--- config.mk ---
export PLATFORM = sky130hd
export DESIGN_NAME = ps2_key_event_decoder
export DESIGN_NICKNAME = d
export VERILOG_FILES = /design/src/rtl/ps2_pkg.sv /design/src/rtl/ps2_event_fifo.sv /design/src/rtl/ps2_key_event_decoder.sv
export SDC_FILE = /design/constraint.sdc
export NUM_CORES = 1
export LEC_CHECK = 0
export ABC_AREA = 0
export CAP_MARGIN = 0
export CELL_PAD_IN_SITES_DETAIL_PLACEMENT = 1
export CELL_PAD_IN_SITES_GLOBAL_PLACEMENT = 2
export CORE_MARGIN = 2
export CORE_UTILIZATION = 41
export DETAILED_ROUTE_END_ITERATION = 8
export GPL_ROUTABILITY_DRIVEN = 1
export GPL_TIMING_DRIVEN = 0
export MAX_ROUTING_LAYER = met4
export PLACE_DENSITY = 0.93
export SLEW_MARGIN = 20
export SYNTH_ARGS = -nofsm -noshare
export SYNTH_HDL_FRONTEND = slang
export SYNTH_SLANG_ARGS = --single-unit
--- constraint.sdc ---
create_clock -name CLOCK_50 -period 6.2 [get_ports CLOCK_50]
set_input_delay 1.24 -clock CLOCK_50 [delete_from_list [all_inputs] [get_ports CLOCK_50]]
set_output_delay 1.24 -clock CLOCK_50 [all_outputs]
set_load 0.01 [all_outputs]
--- src/rtl/ps2_pkg.sv ---
// Shared constants and types for the PS/2 key-event decoder.
package ps2_pkg;

  localparam logic [7:0] PS2_PREFIX_EXT = 8'hE0;
  localparam logic [7:0] PS2_PREFIX_BRK = 8'hF0;

  typedef enum logic [1:0] {
    ST_IDLE    = 2'd0,
    ST_EXT     = 2'd1,
    ST_BRK     = 2'd2,
    ST_EXT_BRK = 2'd3
  } ps2_state_e;

  typedef struct packed {
    logic       ext;
    logic       brk;
    logic [7:0] code;
  } ps2_event_t;

endpackage

--- src/rtl/ps2_event_fifo.sv ---
// First-word-fall-through event FIFO; a push while full is accepted only
// alongside a pop, otherwise it is dropped and flagged on drop_o.
module ps2_event_fifo
  import ps2_pkg::*;
#(
  parameter int DEPTH = 8
) (
  input  logic       clk_i,
  input  logic       rst_i,
  input  logic       push_i,
  input  ps2_event_t push_data_i,
  input  logic       pop_i,
  output logic       valid_o,
  output ps2_event_t data_o,
  output logic       drop_o
);

  localparam int PW = $clog2(DEPTH);
  localparam int CW = $clog2(DEPTH + 1);

  ps2_event_t      mem_q [DEPTH];
  logic [PW-1:0]   wr_ptr_q, wr_ptr_d;
  logic [PW-1:0]   rd_ptr_q, rd_ptr_d;
  logic [CW-1:0]   count_q, count_d;
  logic            full;
  logic            do_push;
  logic            do_pop;

  assign full    = (count_q == CW'(DEPTH));
  assign valid_o = (count_q != '0);
  assign data_o  = mem_q[rd_ptr_q];
  assign do_pop  = pop_i && valid_o;
  assign do_push = push_i && (!full || do_pop);
  assign drop_o  = push_i && full && !do_pop;

  // Pointers wrap naturally because DEPTH is a power of two.
  always_comb begin
    wr_ptr_d = wr_ptr_q;
    rd_ptr_d = rd_ptr_q;
    count_d  = count_q;
    if (do_push) wr_ptr_d = wr_ptr_q + 1'b1;
    if (do_pop)  rd_ptr_d = rd_ptr_q + 1'b1;
    case ({do_push, do_pop})
      2'b10:   count_d = count_q + 1'b1;
      2'b01:   count_d = count_q - 1'b1;
      default: count_d = count_q;
    endcase
  end

  always_ff @(posedge clk_i) begin
    if (rst_i) begin
      wr_ptr_q <= '0;
      rd_ptr_q <= '0;
      count_q  <= '0;
    end else begin
      wr_ptr_q <= wr_ptr_d;
      rd_ptr_q <= rd_ptr_d;
      count_q  <= count_d;
    end
  end

  always_ff @(posedge clk_i) begin
    if (!rst_i && do_push) mem_q[wr_ptr_q] <= push_data_i;
  end

endmodule

--- src/rtl/ps2_key_event_decoder.sv ---
// PS/2 scancode byte stream to key make/break events, with raw-byte history
// and held-key tracking. Optional macro PS2_TYPEMATIC_FILTER_EN drops repeats.
//
//   state      | meaning
//   ST_IDLE    | no prefix pending
//   ST_EXT     | E0 seen
//   ST_BRK     | F0 seen
//   ST_EXT_BRK | both E0 and F0 seen
module ps2_key_event_decoder
  import ps2_pkg::*;
#(
  parameter int FIFO_DEPTH = 8,
  parameter int HIST_BYTES = 4
) (
  input  logic                    CLOCK_50,
  input  logic                    reset,
  input  logic [7:0]              received_data,
  input  logic                    received_data_en,
  output logic                    evt_valid,
  output logic [7:0]              evt_code,
  output logic                    evt_ext,
  output logic                    evt_break,
  input  logic                    evt_ready,
  output logic                    fifo_overflow,
  output logic [7:0]              last_data_received,
  output logic [8*HIST_BYTES-1:0] history,
  output logic                    held_valid,
  output logic                    held_ext,
  output logic [7:0]              held_code
);

  ps2_state_e              state_q, state_d;
  ps2_event_t              ev;
  ps2_event_t              head;
  logic                    emit;
  logic                    push;
  logic                    drop;
  logic                    held_match;
  logic                    ovf_q, ovf_d;
  logic [7:0]              last_q, last_d;
  logic [8*HIST_BYTES-1:0] hist_q, hist_d;
  logic                    held_valid_q, held_valid_d;
  logic                    held_ext_q, held_ext_d;
  logic [7:0]              held_code_q, held_code_d;

  always_comb begin
    state_d = state_q;
    emit    = 1'b0;
    ev      = '0;
    if (received_data_en) begin
      if (received_data == PS2_PREFIX_EXT) begin
        state_d = (state_q == ST_BRK || state_q == ST_EXT_BRK) ? ST_EXT_BRK : ST_EXT;
      end else if (received_data == PS2_PREFIX_BRK) begin
        state_d = (state_q == ST_EXT || state_q == ST_EXT_BRK) ? ST_EXT_BRK : ST_BRK;
      end else begin
        emit    = 1'b1;
        ev.ext  = (state_q == ST_EXT) || (state_q == ST_EXT_BRK);
        ev.brk  = (state_q == ST_BRK) || (state_q == ST_EXT_BRK);
        ev.code = received_data;
        state_d = ST_IDLE;
      end
    end
  end

  assign held_match = held_valid_q && (ev.ext == held_ext_q) && (ev.code == held_code_q);

  always_comb begin
    held_valid_d = held_valid_q;
    held_ext_d   = held_ext_q;
    held_code_d  = held_code_q;
    if (emit && !ev.brk) begin
      held_valid_d = 1'b1;
      held_ext_d   = ev.ext;
      held_code_d  = ev.code;
    end else if (emit && ev.brk && held_match) begin
      held_valid_d = 1'b0;
    end
  end

`ifdef PS2_TYPEMATIC_FILTER_EN
  // Auto-repeat of the held key produces identical makes; suppress them.
  assign push = emit && !(!ev.brk && held_match);
`else
  assign push = emit;
`endif

  generate
    if (HIST_BYTES == 1) begin : g_hist_one
      assign hist_d = received_data_en ? received_data : hist_q;
    end else begin : g_hist_shift
      assign hist_d = received_data_en ? {hist_q[8*HIST_BYTES-9:0], received_data} : hist_q;
    end
  endgenerate

  assign last_d = received_data_en ? received_data : last_q;
  assign ovf_d  = ovf_q | drop;

  always_ff @(posedge CLOCK_50) begin
    if (reset) begin
      state_q      <= ST_IDLE;
      ovf_q        <= 1'b0;
      last_q       <= '0;
      hist_q       <= '0;
      held_valid_q <= 1'b0;
      held_ext_q   <= 1'b0;
      held_code_q  <= '0;
    end else begin
      state_q      <= state_d;
      ovf_q        <= ovf_d;
      last_q       <= last_d;
      hist_q       <= hist_d;
      held_valid_q <= held_valid_d;
      held_ext_q   <= held_ext_d;
      held_code_q  <= held_code_d;
    end
  end

  ps2_event_fifo #(
    .DEPTH(FIFO_DEPTH)
  ) u_fifo (
    .clk_i      (CLOCK_50),
    .rst_i      (reset),
    .push_i     (push),
    .push_data_i(ev),
    .pop_i      (evt_ready),
    .valid_o    (evt_valid),
    .data_o     (head),
    .drop_o     (drop)
  );

  assign evt_code           = head.code;
  assign evt_ext            = head.ext;
  assign evt_break          = head.brk;
  assign fifo_overflow      = ovf_q;
  assign last_data_received = last_q;
  assign history            = hist_q;
  assign held_valid         = held_valid_q;
  assign held_ext           = held_ext_q;
  assign held_code          = held_code_q;

endmodule

# [Word-level counts from Yosys, hierarchy flattened]
# Memories as Yosys holds them, arrays and structs flattened. A register that Yosys moved wholly into a read port is not among the register bits.
# Cells that the tools add are included.
[totals] ff_bits=63 latch_bits=0 mem_bits_rw=80 mem_bits_ro=0 inputBits=12 output_inout_bits=62 elab_cells=63 mem_count=1
[mem_list] memory="u_fifo.mem_q" words=8 word_bits=10 rd=1 rd_ports_with_merged_regs=1 write_ports=1 line_no="ps2_event_fifo.sv:21" rtl="ps2_event_t mem_q [DEPTH];"
[op_classes] n_addsub=4 multipliers=0 n_div=0 magnitude_cmp=0 n_eq_ne=10 shift=0 mux=17 bitwise=1 n_reduce_logical=20
[op_table] operator="10-bit two-way mux" count=3
[op_table] operator="8-bit equality test (second input constant)" count=2
[op_table] operator="1-bit logical AND" count=10
[op_table] operator="8-bit equality test" count=1
[op_table] operator="1-bit two-way mux" count=8
[op_table] operator="4-bit case mux with 2 select lines" count=1
[op_table] operator="3-bit by 1-bit adder with 3-bit output (second input constant)" count=2
[op_table] operator="2-bit equality test (second input constant)" count=3
[op_table] operator="2-bit two-way mux" count=3
[op_table] operator="3-bit two-way mux" count=2
[op_table] operator="4-bit by 1-bit adder with 4-bit output (second input constant)" count=1
[op_table] operator="2-bit by 1-bit equality test with 1-bit output (second input constant)" count=2
[op_table] operator="4-bit equality test (second input constant)" count=1
[op_table] operator="1-bit logical NOT" count=4
[op_table] operator="2-bit nonzero test" count=2
[op_table] operator="4-bit nonzero test" count=1
[op_table] operator="4-bit by 1-bit subtractor with 4-bit output (second input constant)" count=1
[op_table] operator="1-bit logical OR" count=3
[op_table] operator="1-bit equality test" count=1
[op_table] operator="1-bit OR" count=1

# [Depth between registers and ports, before layout]
# Gate-level depths: netlist (run 1).
[logic_depth] word_depth=11 ltp_mapped=11 depth_no_buf=10

# [Modules after synthesis]
# Synthesis (run 1) repeated with hierarchy kept, for this count alone.
[unflattened] hier_cells=396 hier_area_um2=5637.9
[by_module_without_submodules] mod="ps2_event_fifo" n_inst=1 cells_per_inst=200 area_each_um2=3731.1 seq_area_each_um2=2662.6
[by_module_without_submodules] mod="ps2_key_event_decoder" n_inst=1 cells_per_inst=196 area_each_um2=1906.8 seq_area_each_um2=900.9

# [Worst setup path before layout (run 1)]
# OpenSTA, ideal clock, no wires.
[synth_timing] kind="input -> register" start="in received_data[0]" end="reg u_fifo.count_q[3]" setup_time_ps=133 arrival_ps=3420 t_required_ps=6067 setup_slack_ps=2647 stages=11 path_buffers=1 path_cell_list="or4b_4 o31a_4 clkbuf_1 nand2b_1 inv_1 ha_1 a21o_1 a21oi_1 nor2b_1 a22oi_1 a31oi_1"
[synth_via] elab_chain_cells=7 elab_cells_between_ends=10 classes_between="4 x eq/ne; 4 x mux; 2 x reduce/logical"
[synth_rtl] item="start: declaration" line_no="ps2_key_event_decoder.sv:17" rtl="input logic [7:0] received_data,"
[synth_rtl] item="8-bit equality test" line_no="ps2_key_event_decoder.sv:53" rtl="end else if (received_data == PS2_PREFIX_BRK) begin"
[synth_rtl] item="1-bit two-way mux" line_no="ps2_key_event_decoder.sv:53"
[synth_rtl] item="1-bit two-way mux (*)" line_no="ps2_key_event_decoder.sv:51" rtl="if (received_data == PS2_PREFIX_EXT) begin"
[synth_rtl] item="1-bit two-way mux (*)" line_no="ps2_key_event_decoder.sv:50" rtl="if (received_data_en) begin"
[synth_rtl] item="1-bit logical AND (*)" line_no="ps2_event_fifo.sv:33" rtl="assign do_push = push_i && (!full || do_pop);"
[synth_rtl] item="2-bit by 1-bit equality test with 1-bit output / 2-bit equality test (equally long branches)" line_no="ps2_event_fifo.sv:43" rtl="case ({do_push, do_pop})"
[synth_rtl] item="4-bit case mux with 2 select lines / 2-bit nonzero test (equally long branches)"
[synth_rtl] item="end signal: assignment" line_no="ps2_event_fifo.sv:58" rtl="count_q <= count_d;"
[synth_rtl] item="end: declaration" line_no="ps2_event_fifo.sv:24" rtl="logic [CW-1:0] count_q, count_d;"
# Every way passes the cells marked *; elsewhere a longest branch is shown, timed or not.
# A chain may end at the register's enable or synchronous reset.

# [Worst setup path after layout (run 1)]
[layout_timing] start="in received_data[5]" end="reg u_fifo.count_q[3]"
# The elaborated chain is that of the path after synthesis.

==> results.json, run 1 <==
{
  "status": "complete, no violations",
  "hold_viol": 0,
  "leakage_nw": 2.569,
  "syn_inst": 389,
  "seq_area_frac_synth_pct": 64.13,
  "r2r.worst_path.cells": 10,
  "intPower_mw": 1.914,
  "worst_pin_slew_ns": 1.042,
  "h-tree-depth": 4,
  "hold_buffers": 0,
  "cts_buffers": 17,
  "path_cells": "clkdlybuf4s50_1, or4b_4, o31a_4, clkbuf_1, nand2b_1, inv_1, ha_1, a21o_1, a21oi_1, nor2b_1, a22oi_1, a31oi_1",
  "synth-seq-cells": 138,
  "drc_errors": 0,
  "drt_iter0_markers": 172,
  "critPathCaptureType": "register",
  "synth.area.top_cells": "edfxtp_1 43%, dfxtp_1 21%, mux4_2 8.1%",
  "worstSkewPairLatency_ns": 0.42,
  "drt_wl_total_um": 13650,
  "io_buffers": 71,
  "cpMaxStageDelayCell": "clkdlybuf4s50_1",
  "dpl.hpwl_um": 9034,
  "p_comb_share_pct": 19.9,
  "switching_share_pct": 25.69,
  "rows": 42,
  "crit_buf_inv": 3,
  "hp-class": "register to register",
  "r2r_setup_slack_ns": 3.49,
  "min_to": "history[29]",
  "clockPowerShare_pct": 39.7,
  "gp_congestion": 0.7450,
  "grt_pass1_vias": 3910,
  "clock_path_buffers": 2,
  "layout_min_cycle_time_ns": 4.044,
  "finalCritPeriodShare_pct": 65.23,
  "core_area_mm2": 0.01324,
  "drive_gt1_share_pct": 17.21,
  "cpPeakStageDelay_ns": 0.60,
  "cp_data_required_time_ns": 6.48,
  "dieWidth_um": 120.4,
  "viasPerCell": 5.125,
  "synthArstFlopShare_pct": 0,
  "switchingPower_mw": 0.6618,
  "netlist_area_mm2": 0.005557,
  "post_cts_resized": 0,
  "arrival_ns": 4.32,
  "seq_power_share_pct": 40.4,
  "grt_antenna_before_repair": 0,
  "groute.usage.overall_pct": 20.63,
  "vdd_drop_max_v": 0.0002019,
  "post-route-util_pct": 53.83,
  "setup_tns_ns": 0,
  "grt_pass1_wl_um": 21400,
  "setup_viol": 0,
  "fmax_mhz": 247.3,
  "syn_area_per_cell_um2": 14.28,
  "syn2layout_area_growth_pct": 28.28,
  "design.portCount": 74,
  "synth-edff-count": 80,
  "clkTransAtPathRegs_ns": 0.06,
  "cts-root-buf": "clkbuf_16",
  "critPathMaxFanout": 10,
  "start_kind": "primary input",
  "relSlewSlack_pct": 30.29,
  "max_cap_violations": 0,
  "overflow": 0,
  "path_class": "primary input to register",
  "diodes": 0,
  "r2r_end": "u_fifo.count_q[3]",
  "drtPass1Iterations": 5,
  "cts_setup_buffers": 0,
  "netlist.area_leader.share_pct": 43.23,
  "skew_ns": 0.006032,
  "ys.flop_type": "edfxtp_1",
  "grt_max_degree": 17,
  "tritoncts": "yes",
  "rr_startpoint": "u_fifo.count_q[3]",
  "clock-sinks": 138,
  "fp.dieH_um": 120.4,
  "ys_types": 43,
  "synth_top_area_cell": "edfxtp_1",
  "hold-path-cell-count": 2,
  "powerDensity_mw_per_mm2": 361.3,
  "drv_slew": 0,
  "ant_nets": 0,
  "rsz0062_at_grt": "false",
  "final_nets": 498,
  "crit_family": "compound AO/OA/AOI/OAI gates",
  "initial_core_util_pct": 41.96,
  "die-area_mm2": 0.01450,
  "avgRoutedWirePerCell_um": 20.37,
  "syn-num-nets": 406,
  "num_vias": 3434,
  "hp-start": "history[29]",
  "yosysWarnings": 0
}
==> power by group through the flow <==
stage	clock network, mW	logic (mW)	registers [mW]
final	1.02	0.511	1.04
after detailed placement	0	0.514	1.06
after global routing	1.08	0.557	1.05
after CTS	1.04	0.521	1.04
after global placement	0	0.494	1.06
after floorplan	0	0.334	1.05
==> synth_stat cells, types with 4 or more instances <==
library cell	number
a21oi_1	11
a31oi_1	4
and2_1	11
buf_4	8
clkbuf_1	12
dfxtp_1	58
edfxtp_1	80
ha_1	4
inv_1	6
mux2_2	10
mux2i_1	40
mux4_2	20
nand2_1	9
nand2b_1	4
nor2_1	60
nor2b_1	4
nor3_1	4
xnor2_1	7
xor2_1	4
==> registers in the layout, indices dropped and copies added, names as in the netlist, named ones only <==
name / count
held_valid: 1
u_fifo.count_q: 4
u_fifo.rd_ptr_q: 3
held_code: 8
state_q: 2
fifo_overflow: 1
held_ext: 1
u_fifo.mem_q: 80
u_fifo.wr_ptr_q: 3
last_data_received: 7
history: 25
==> how the worst max path moves through the flow <==
| stage | from | end | slack [ns] | cells after the start |
|---|---|---|---|---|
| 2_1_floorplan | received_data[0] | u_fifo.count_q[3] | 2.65 | 11 |
| 3_3_place_gp | received_data[5] | u_fifo.mem_q[0][0] | 1.27 | 6 |
| 3_5_place_dp | received_data[5] | u_fifo.count_q[3] | 1.73 | 12 |
| 4_1_cts | received_data[5] | u_fifo.count_q[3] | 2.18 | 12 |
| 5_1_grt | received_data[5] | u_fifo.count_q[3] | 2.04 | 12 |
| 6_report | received_data[5] | u_fifo.count_q[3] | 2.16 | 12 |
==> metal layers <==
layer | vias up | global-route usage, % | routed length (um)
li1 | 1603 | - | -
met1 | 1715 | 22.77 | 5573
met2 | 96 | 34.57 | 7022
met3 | 20 | 6.745 | 784
met4 | 0 | 8.358 | 266
met5 | - | - | 0
==> logic make-up (layout without fill, tap and decap cells) <==
kind of cell	count (synthesis)	count (layout)	share of synthesized area [%]
AOI/OAI and AO/OA	25	25	2.927
xor gates and xnor gates	11	11	1.734
adders and majority gates	5	5	1.261
buffers and inverters	32	137	2.882
DFF	138	138	64.13
muxes	71	71	17.74
and+or+nand+nor	107	107	9.322
==> placed cells by master, fill, tap and decap left out, types with 2 or more instances in the layout <==
| cell | n |
|---|---|
| clkbuf_16 | 17 |
| clkinv_4 | 4 |
| o21ai_0 | 3 |
| buf_2 | 2 |
| and2_1 | 11 |
| a31oi_1 | 4 |
| inv_6 | 2 |
| clkdlybuf4s50_1 | 71 |
| clkinvlp_4 | 2 |
| dfxtp_1 | 58 |
| nand2b_1 | 4 |
| nor3_1 | 4 |
| mux2i_1 | 40 |
| nand2_1 | 9 |
| clkinv_2 | 2 |
| edfxtp_1 | 80 |
| mux2_2 | 10 |
| clkbuf_1 | 13 |
| bufinv_16 | 3 |
| mux4_2 | 20 |
| nor4_2 | 2 |
| inv_1 | 6 |
| or4_1 | 2 |
| nor2_1 | 55 |
| buf_1 | 3 |
| buf_4 | 10 |
| nor2b_1 | 4 |
| nand3b_1 | 2 |
| nor2_2 | 5 |
| a21oi_1 | 11 |
| nand3_1 | 2 |
| ha_1 | 4 |
| xnor2_1 | 7 |
| xor2_1 | 4 |
==> worst min-delay path, delay by kind of cell (launching register included) <==
| kind | cells | cell delay (ns) |
|---|---|---|
| DFF | 1 | 0.33 |
| muxes | 1 | 0.07 |
| and+or+nand+nor | 1 | 0.07 |
==> metrics by stage <==
stage | std cells | power, mW | cell area [um^2] | setup slack, ns | hold slack (ns)
floorplan | 389 | 1.389 | 5557 | 2.647 | 0.4541
global placement | 636 | 1.549 | 6487 | 1.273 | 0.4737
detailed placement | 638 | 1.573 | 6515 | 1.730 | 0.4914
CTS | 670 | 2.606 | 7116 | 2.177 | 0.5104
global route | 670 | 2.679 | 7128 | 2.043 | 0.5379
finish | 670 | 2.576 | 7128 | 2.156 | 0.5020
==> layout make-up <==
class	count	area [um^2]
Tap cell	176	220.2
Clock inverter	14	171.4
Multi-Input combinational cell	219	1858
Inverter	6	22.52
Clock buffer	18	429.2
Timing Repair Buffer	73	725.7
Buffer	26	137.6
Sequential cell	138	3563
Fill cell	1335	6115
Note: power is estimated with default switching activity, not from simulation.
==> run 2, diff against run 1 <==
CORE_UTILIZATION = 38   (was 41)
PLACE_DENSITY = 0.87   (was 0.93)
clock period = 4.05 ns   (was 6.2 ns; I/O delays follow)
==> run 2 against run 1 <==
Clock-buffer cell count is the same. Core utilization shrank 4.2 points. Register-to-register slack lost 2.1 ns. Non-clock buffer count is the same. Setup slack lost 1.7 ns. Clock skew is essentially flat. Cell area grew 0.47%. Sequential power grew 53%. Combinational power grew 51%. Critical path type unchanged. Largest cell class unchanged.
==> results.json, run 2 (synthesis gave the netlist of run 1 again) <==
{
  "worst_pin_slew_ns": 1.043,
  "groute.usage.overall_pct": 17.70,
  "dpl_worst_slack_ns": 0.01203,
  "avgRoutedWirePerCell_um": 18.81,
  "skew_ns": 0.006004,
  "h-tree-depth": 4,
  "overflow": 0,
  "clkTransAtPathRegs_ns": 0.05,
  "hp-start": "fifo_overflow",
  "fp.dieH_um": 124.9,
  "ant_nets": 0,
  "hold_viol": 0,
  "path_class": "primary input to register",
  "syn2layout_area_growth_pct": 28.89,
  "critPathCaptureType": "register",
  "diodes": 0,
  "r2r_end": "u_fifo.count_q[3]",
  "fmax_mhz": 279.0,
  "start_kind": "primary input",
  "leakage_nw": 2.587,
  "min_to": "fifo_overflow",
  "instances_no_fill": 678,
  "powerDensity_mw_per_mm2": 560.5,
  "drtPass1Iterations": 4,
  "tritoncts": "yes",
  "dieWidth_um": 124.9,
  "initial_core_util_pct": 38.52,
  "num_vias": 3424,
  "clock_path_buffers": 2,
  "drt_iter0_markers": 144,
  "finalCritPeriodShare_pct": 88.51,
  "core_area_mm2": 0.01442,
  "hold-path-cell-count": 2,
  "r2r_setup_slack_ns": 1.37,
  "io_buffers": 71,
  "design.portCount": 74,
  "critPathLaunch": "received_data[5]",
  "final_common_cell": "edfxtp_1",
  "arrival_ns": 3.86,
  "rsz0062_at_grt": "false",
  "status": "complete, no violations",
  "cts_buffers": 17,
  "grt_antenna_before_repair": 0,
  "grt_pass1_vias": 3787,
  "hold_buffers": 0,
  "hp-class": "register to register",
  "drt_wl_total_um": 12750,
  "dpl.hpwl_um": 8899,
  "path_cells": "clkdlybuf4s50_1, or4b_4, o31a_4, clkbuf_1, nand2b_1, inv_1, ha_1, a21o_1, a21oi_1, nor2b_1, a22oi_1, a31oi_1",
  "layout_common_cells": "80 x edfxtp_1, 71 x clkdlybuf4s50_1, 58 x dfxtp_1",
  "clock-sinks": 138,
  "rows": 44,
  "layout_min_cycle_time_ns": 3.585,
  "vdd_drop_max_v": 0.0002977,
  "max_cap_violations": 0,
  "drc_errors": 0,
  "grt_max_degree": 17,
  "largest_reg_flops": 80,
  "post-place-cells": 646,
  "worstSkewPairLatency_ns": 0.42,
  "cts_setup_buffers": 0,
  "relSlewSlack_pct": 30.21,
  "grt_pass1_wl_um": 20350,
  "gp_congestion": 0.7395,
  "setup_viol": 0,
  "cpMaxStageDelayCell": "clkdlybuf4s50_1",
  "regMostFlops": "u_fifo.mem_q",
  "cpPeakStageDelay_ns": 0.59,
  "viasPerCell": 5.050,
  "critPathMaxFanout": 10,
  "post_cts_resized": 0,
  "rr_startpoint": "u_fifo.count_q[3]",
  "worst_hold_slack_ns": 0.4871,
  "r2r.worst_path.cells": 10,
  "final_nets": 498,
  "cts-root-buf": "clkbuf_16",
  "finalWorstSetupSlack_ns": 0.4654,
  "drive_gt1_share_pct": 17.00,
  "cp_data_required_time_ns": 4.32,
  "drv_slew": 0,
  "die-area_mm2": 0.01561
}
run 2: area by class of cell:
| cell class | instances | area, um^2 |
|---|---|---|
| Fill cell | 1484 | 7262 |
| Sequential cell | 138 | 3563 |
| Multi-Input combinational cell | 219 | 1856 |
| Timing Repair Buffer | 73 | 720.7 |
| Clock buffer | 18 | 429.2 |
| Tap cell | 184 | 230.2 |
| Clock inverter | 14 | 202.7 |
| Buffer | 26 | 137.6 |
| Inverter | 6 | 22.52 |
run 2: power breakdown:
| part | total [mW] | switching, mW | internal (mW) |
|---|---|---|---|
| Combinational | 0.771 | 0.358 | 0.414 |
| Sequential | 1.59 | 0.0485 | 1.54 |
| Clock | 1.65 | 0.566 | 1.08 |
| Total | 4.01 | 0.972 | 3.04 |
run 2: worst max-delay path, delay by kind of cell:
family          cells  cell delay (ns)
simple gates        3             0.86
fa+ha+maj           1             0.23
buf+inv             3             0.92
compound gates      5             1.05
run 2: worst max path at each step:
stage | to | slack, ns | cells past startpoint
floorplan | u_fifo.count_q[3] | 0.93 | 11
global placement | u_fifo.mem_q[0][3] | -0.53 | 6
detailed placement | u_fifo.count_q[3] | 0.01 | 12
CTS | u_fifo.count_q[3] | 0.44 | 12
global route | u_fifo.count_q[3] | 0.26 | 12
finish | u_fifo.count_q[3] | 0.47 | 12
run 2: per-stage QoR:
stage	total power, mW	cell area (um^2)	util (%)	setup TNS, ns
after floorplan	2.126	5557	-	0
after global placement	2.376	6497	45.05	-10.33
after detailed placement	2.407	6520	45.20	0
after CTS	4.056	7152	49.58	0
after global routing	4.172	7162	49.65	0
final	4.014	7162	49.65	0
run 2: routing by layer:
| metal | vias to the layer above | routed length [um] | GRT usage [%] |
|---|---|---|---|
| met5 | - | 0 | - |
| met4 | 0 | 142 | 5.556 |
| met3 | 14 | 797 | 6.100 |
| met2 | 97 | 6199 | 28.35 |
| met1 | 1708 | 5614 | 21.22 |
| li1 | 1605 | - | - |
